**src/rtl/lsu_mem_master.sv**
```systemverilog
// lsu_mem_master: single-outstanding load/store initiator for a word-only RAM.
// Sub-word stores are done as read-modify-write. Loads return the addressed
// lane sign- or zero-extended. Misaligned or illegal-size requests complete
// with err=1 and never touch the RAM.
module lsu_mem_master (
    input  logic        clk,
    input  logic        rst,
    input  logic        req,
    input  logic        we,
    input  logic [1:0]  size,
    input  logic        unsigned_ld,
    input  logic [31:0] addr,
    input  logic [31:0] wdata,
    output logic        ready,
    output logic        done,
    output logic [31:0] rdata,
    output logic        err,
    output logic        mem_we,
    output logic [31:0] mem_addr,
    output logic [31:0] mem_wdata,
    input  logic [31:0] mem_rdata
);

    typedef enum logic [1:0] {
        IDLE   = 2'd0,
        ACCESS = 2'd1,
        WRITE  = 2'd2,
        RESP   = 2'd3
    } state_t;

    localparam logic [1:0] SZ_BYTE = 2'b00;
    localparam logic [1:0] SZ_HALF = 2'b01;
    localparam logic [1:0] SZ_WORD = 2'b10;

    state_t      state;
    state_t      next_state;

    // Request fields latched at accept time; the requester may change its
    // inputs freely once the request is taken.
    logic        lat_we;
    logic [1:0]  lat_size;
    logic        lat_unsigned;
    logic [31:0] lat_addr;
    logic [31:0] lat_wdata;
    logic        err_q;
    logic [31:0] merge_q;

    logic        accept;
    logic        illegal;
    logic [31:0] word_addr;

    // Misalignment / illegal-size check on the incoming request.
    function automatic logic is_illegal(input logic [1:0] sz, input logic [1:0] off);
        logic bad;
        case (sz)
            SZ_BYTE: bad = 1'b0;
            SZ_HALF: bad = off[0];
            SZ_WORD: bad = (off != 2'b00);
            default: bad = 1'b1;
        endcase
        return bad;
    endfunction

    // Pick the addressed lane out of a RAM word and extend it to 32 bits.
    function automatic logic [31:0] extract_lane(input logic [31:0] word,
                                                 input logic [1:0]  sz,
                                                 input logic [1:0]  off,
                                                 input logic        uns);
        logic [7:0]  lane_b;
        logic [15:0] lane_h;
        logic [31:0] res;
        case (off)
            2'd0:    lane_b = word[7:0];
            2'd1:    lane_b = word[15:8];
            2'd2:    lane_b = word[23:16];
            default: lane_b = word[31:24];
        endcase
        lane_h = off[1] ? word[31:16] : word[15:0];
        case (sz)
            SZ_BYTE: res = {{24{lane_b[7] & ~uns}}, lane_b};
            SZ_HALF: res = {{16{lane_h[15] & ~uns}}, lane_h};
            default: res = word;
        endcase
        return res;
    endfunction

    // Replace only the addressed lane of the old RAM word with new store data.
    function automatic logic [31:0] merge_lane(input logic [31:0] old_word,
                                               input logic [31:0] data,
                                               input logic [1:0]  sz,
                                               input logic [1:0]  off);
        logic [31:0] res;
        res = old_word;
        case (sz)
            SZ_BYTE: begin
                case (off)
                    2'd0:    res[7:0]   = data[7:0];
                    2'd1:    res[15:8]  = data[7:0];
                    2'd2:    res[23:16] = data[7:0];
                    default: res[31:24] = data[7:0];
                endcase
            end
            SZ_HALF: begin
                if (off[1]) res[31:16] = data[15:0];
                else        res[15:0]  = data[15:0];
            end
            default: res = data;
        endcase
        return res;
    endfunction

    assign ready     = (state == IDLE) & ~rst;
    assign accept    = req & ready;
    assign illegal   = is_illegal(size, addr[1:0]);
    assign word_addr = {lat_addr[31:2], 2'b00};

    // State register; reset returns to IDLE at once so mem_we drops mid-RMW.
    always_ff @(posedge clk or posedge rst) begin
        if (rst) state <= IDLE;
        else     state <= next_state;
    end

    // Next-state decode and RAM port drive, all from registered state.
    always_comb begin
        // NOTE: every output of this block gets a default first so no path leaves it unassigned and no latch is inferred.
        next_state = state;
        mem_we     = 1'b0;
        mem_addr   = 32'h0;
        mem_wdata  = 32'h0;
        done       = 1'b0;
        err        = 1'b0;
        case (state)
            IDLE: begin
                if (accept) next_state = illegal ? RESP : ACCESS;
            end
            ACCESS: begin
                mem_addr = word_addr;
                if (lat_we && lat_size == SZ_WORD) begin
                    mem_we     = 1'b1;
                    mem_wdata  = lat_wdata;
                    next_state = RESP;
                end else if (lat_we) begin
                    next_state = WRITE;
                end else begin
                    next_state = RESP;
                end
            end
            WRITE: begin
                mem_we     = 1'b1;
                mem_addr   = word_addr;
                mem_wdata  = merge_q;
                next_state = RESP;
            end
            RESP: begin
                done       = 1'b1;
                err        = err_q;
                next_state = IDLE;
            end
            default: next_state = IDLE;
        endcase
    end

    // Request latch, load-result capture and RMW merge register.
    always_ff @(posedge clk or posedge rst) begin
        // NOTE: registered state uses non-blocking assignments so every flop samples pre-edge values.
        if (rst) begin
            lat_we       <= 1'b0;
            lat_size     <= SZ_BYTE;
            lat_unsigned <= 1'b0;
            lat_addr     <= 32'h0;
            lat_wdata    <= 32'h0;
            err_q        <= 1'b0;
            rdata        <= 32'h0;
            merge_q      <= 32'h0;
        end else begin
            case (state)
                IDLE: begin
                    if (accept) begin
                        lat_we       <= we;
                        lat_size     <= size;
                        lat_unsigned <= unsigned_ld;
                        lat_addr     <= addr;
                        lat_wdata    <= wdata;
                        err_q        <= illegal;
                        if (illegal) rdata <= 32'h0;
                    end
                end
                ACCESS: begin
                    if (!lat_we) begin
                        rdata <= extract_lane(mem_rdata, lat_size, lat_addr[1:0], lat_unsigned);
                    end else if (lat_size != SZ_WORD) begin
                        merge_q <= merge_lane(mem_rdata, lat_wdata, lat_size, lat_addr[1:0]);
                    end
                end
                default: ;
            endcase
        end
    end

endmodule
```
**config.mk**
```make
export PLATFORM = sky130hd
export DESIGN_NAME = lsu_mem_master
export DESIGN_NICKNAME = d
export VERILOG_FILES = /design/src/rtl/lsu_mem_master.sv
export SDC_FILE = /design/constraint.sdc
export NUM_CORES = 1
export LEC_CHECK = 0
export BUFFER_PORTS_ARGS = -buffer_cell sky130_fd_sc_hd__buf_2
export CORE_MARGIN = 4
export CORE_UTILIZATION = 49
export CTS_BUF_LIST = sky130_fd_sc_hd__clkbuf_4 sky130_fd_sc_hd__clkbuf_8
export CTS_CLUSTER_DIAMETER = 100
export CTS_CLUSTER_SIZE = 20
export DETAILED_ROUTE_END_ITERATION = 10
export PLACE_DENSITY = 0.79
export SYNTH_ARGS = -nofsm -noshare
export SYNTH_HDL_FRONTEND = slang
export SYNTH_SLANG_ARGS = --single-unit
```
**constraint.sdc**
```tcl
create_clock -name clk -period 4.4 [get_ports clk]
set_input_delay 0.66 -clock clk [delete_from_list [all_inputs] [get_ports clk]]
set_output_delay 0.66 -clock clk [all_outputs]
set_load 0.005 [all_outputs]
```
==> results.md <==
- Number of post-CTS setup repair buffers: 0
- Pre-antenna DRT Iters: 8
- Worst Tran Pin Value: 1.13 ns
- Gr usage total: 24.1%
- Cell area after synthesis: 0.00733 mm2
- Synthesized flop and latch total: 135
- Clock skew: 0.0169 ns
- Highest clock rate: 0.317 GHz
- RePlAce Congestion: 0.870
- Data arrival, critical path: 2.50 ns
- CTS clk-pin slew, worst paths: 0.09 ns
- Register area share after synthesis: 46.1%
- Num CTS Buffers: 17
- Die Span Y: 130 um
- Post-CTS sizing: 0
- Initial DRC Count: 503
- H-Tree Depth: 4
- Largest delay contributor family on the critical path: adder cells
- Post-cts hold buffer count: 0
- CP Depth: 6
- Setup repair after global routing missed its margin: no
- Layout cells sized above 1: 36.7%
- CP Max Fanout: 23
- WL/cell: 19.0 um
- Area growth syn-to-layout: 19.2%
- Post-DRT Antenna Nets: 0
- Min-delay worst type: input port to flip-flop
- Most common cell after layout, fill and taps aside: buf_2
- EDFF count, synth: 0
- Vias: 6119
- Cell Chain, Critical Path: inv_1, ha_1, buf_4, a22oi_1, nor2b_1, buf_2
- Worst-skew pair later-pin latency: 0.46 ns
- Peak supply drop: 0.000521 V
- Cell Rows: 44
- Commonest non-fill, non-tap cells in the layout: 200 x buf_2, 134 x dfrtp_1, 67 x mux2_2
- DRC: 0
- Antenna violations before repair: 3
- Synth Area per Inst: 10.5 um2
- Crit. End Element: output port
- Max incr delay on CP: 0.78 ns
- Via/cell ratio: 5.73
- Setup TNS Final: 0 ns
- NumNets Final: 977
- Min Tclk post-route: 3.16 ns
- Longest Clk Path Bufs: 2
- Cell Pwr Density: 753 mW/mm2
- Worst-case headroom to the max-slew limit: 24.4%
- Synth warn: 0
- Leak: 4.16 nW
- MaxCap Viol Count: 0
- Core area: 0.0146 mm2
- Number of global-route vias before repair: 5808
- Cells after Synth: 701
- Ys flop type: dfrtp_1
- Final setup viols: 0
- WL final: 20300 um
- Crit path launch type: flip-flop
- FFs w/ async S/R, synth: 100%
- CP max-delay cell: ha_1
- Worst Reg2Reg Path Length in Cells: 4
- Grt total ovfl: 0
- CTS tree: built
- Kind of critical path: flip-flop to output port
- Period utilization: 71.7%
- Effective utilization at floorplan: 50.2%
- Final Hold Viols: 0
- WP buf/inv: 3
- Req. time, crit path: 3.74 ns
- Final-layout fill cell count: 1239
- Post-synthesis cell type count: 56
- Die Width: 130 um
- Die area: 0.0170 mm2
- Clock root buffer: clkbuf_8
- Largest net degree at the start of global routing: 81
- First-pass GRT wire length: 31600 um
- Hold-critical path depth: 2
- Slew Viols, Final: 0
- Tot Pwr: 6.58 mW
- I/O pins: 203
- Status: complete, no violations
- Port Buffers: 200
- CTS sink cnt: 135
- Post-DP HPWL: 14700 um
## layer usage
layer / global-route usage (%) / routed length [um] / vias up
met1: 33.4 / 8750 / 2962
met3: 6.30 / 1760 / 27
met4: 7.89 / 353 / 2
met2: 36.8 / 9470 / 259
li1: - / - / 2869
met5: 0 / 7 / -
## stage by stage
stage                     setup WS, ns  util, %  hold WS [ns]  cells  area (um2)
final                             1.24     59.9         0.431   1068        8740
after global routing              1.00     59.9         0.400   1068        8740
after CTS                         1.23     59.9         0.398   1066        8730
after detailed placement          1.76     57.1         0.476   1034        8330
after global placement            1.80     57.1         0.468   1034        8330
after floorplan                  0.129        -         0.442    702        7330
## power by group
part	internal (mW)	leakage (nW)	switching (mW)
combinational	1.53	2.31	1.66
clock	0.529	0.189	0.508
sequential	1.82	1.65	0.524
## cells in the mapped netlist (8+ instances only)
cell type	number	area [um2]
a22o_1	25	219
nor3b_1	10	75.1
a22oi_1	32	240
o21ai_1	44	220
o22ai_1	8	50.1
inv_1	16	60.1
mux2i_1	15	150
and3_1	8	50.1
mux2_2	67	754
nand2b_1	11	68.8
a21oi_1	27	135
o21ai_0	15	75.1
o22a_1	8	70.1
buf_2	29	145
nor2b_1	41	257
dfrtp_1	135	3380
clkbuf_1	20	75.1
o221ai_1	8	70.1
nor2_1	11	41.3
and2_1	32	200
nand2_1	61	229
## logic make-up after synthesis
family	Yosys count	share of synthesized area, %
other cells	1	0.0512
mux	92	14.1
compound gates	203	19.5
simple gates	187	14.1
flops	135	46.1
fa+ha+maj	5	0.854
buf+inv	78	5.26
## final cells by class
cell class	instances	area (um2)	share of cell area [%]
diodes	2	5.00	0.0573
clock buffers	19	255	2.92
clock inverters	13	146	1.68
inverters	17	66.3	0.759
multi-input cells	489	3570	40.9
flip-flops and latches	135	3380	38.7
well taps	184	230	2.63
repair buffers	209	1080	12.4
## sequential cells by signal, summed over array words and instances, names as in the netlist, 2 cells and up
register   flops
lat_addr      32
state          2
lat_wdata     32
rdata         32
lat_size       2
merge_q       32
## path summary, 6_finish.rpt
path	startpoint	endpoint	slack, ns
setup / recovery	state[0]	mem_wdata[11]	1.24
hold reg to reg	err_q	err_q	0.49
max in group asynchronous	rst	lat_wdata[17]	3.09
hold / removal	addr[19]	lat_addr[19]	0.43
setup reg to reg	lat_size[0]	merge_q[22]	1.71
min in group asynchronous	rst	state[1]	0.47
No activity file was read; power rests on OpenSTA's default activity.
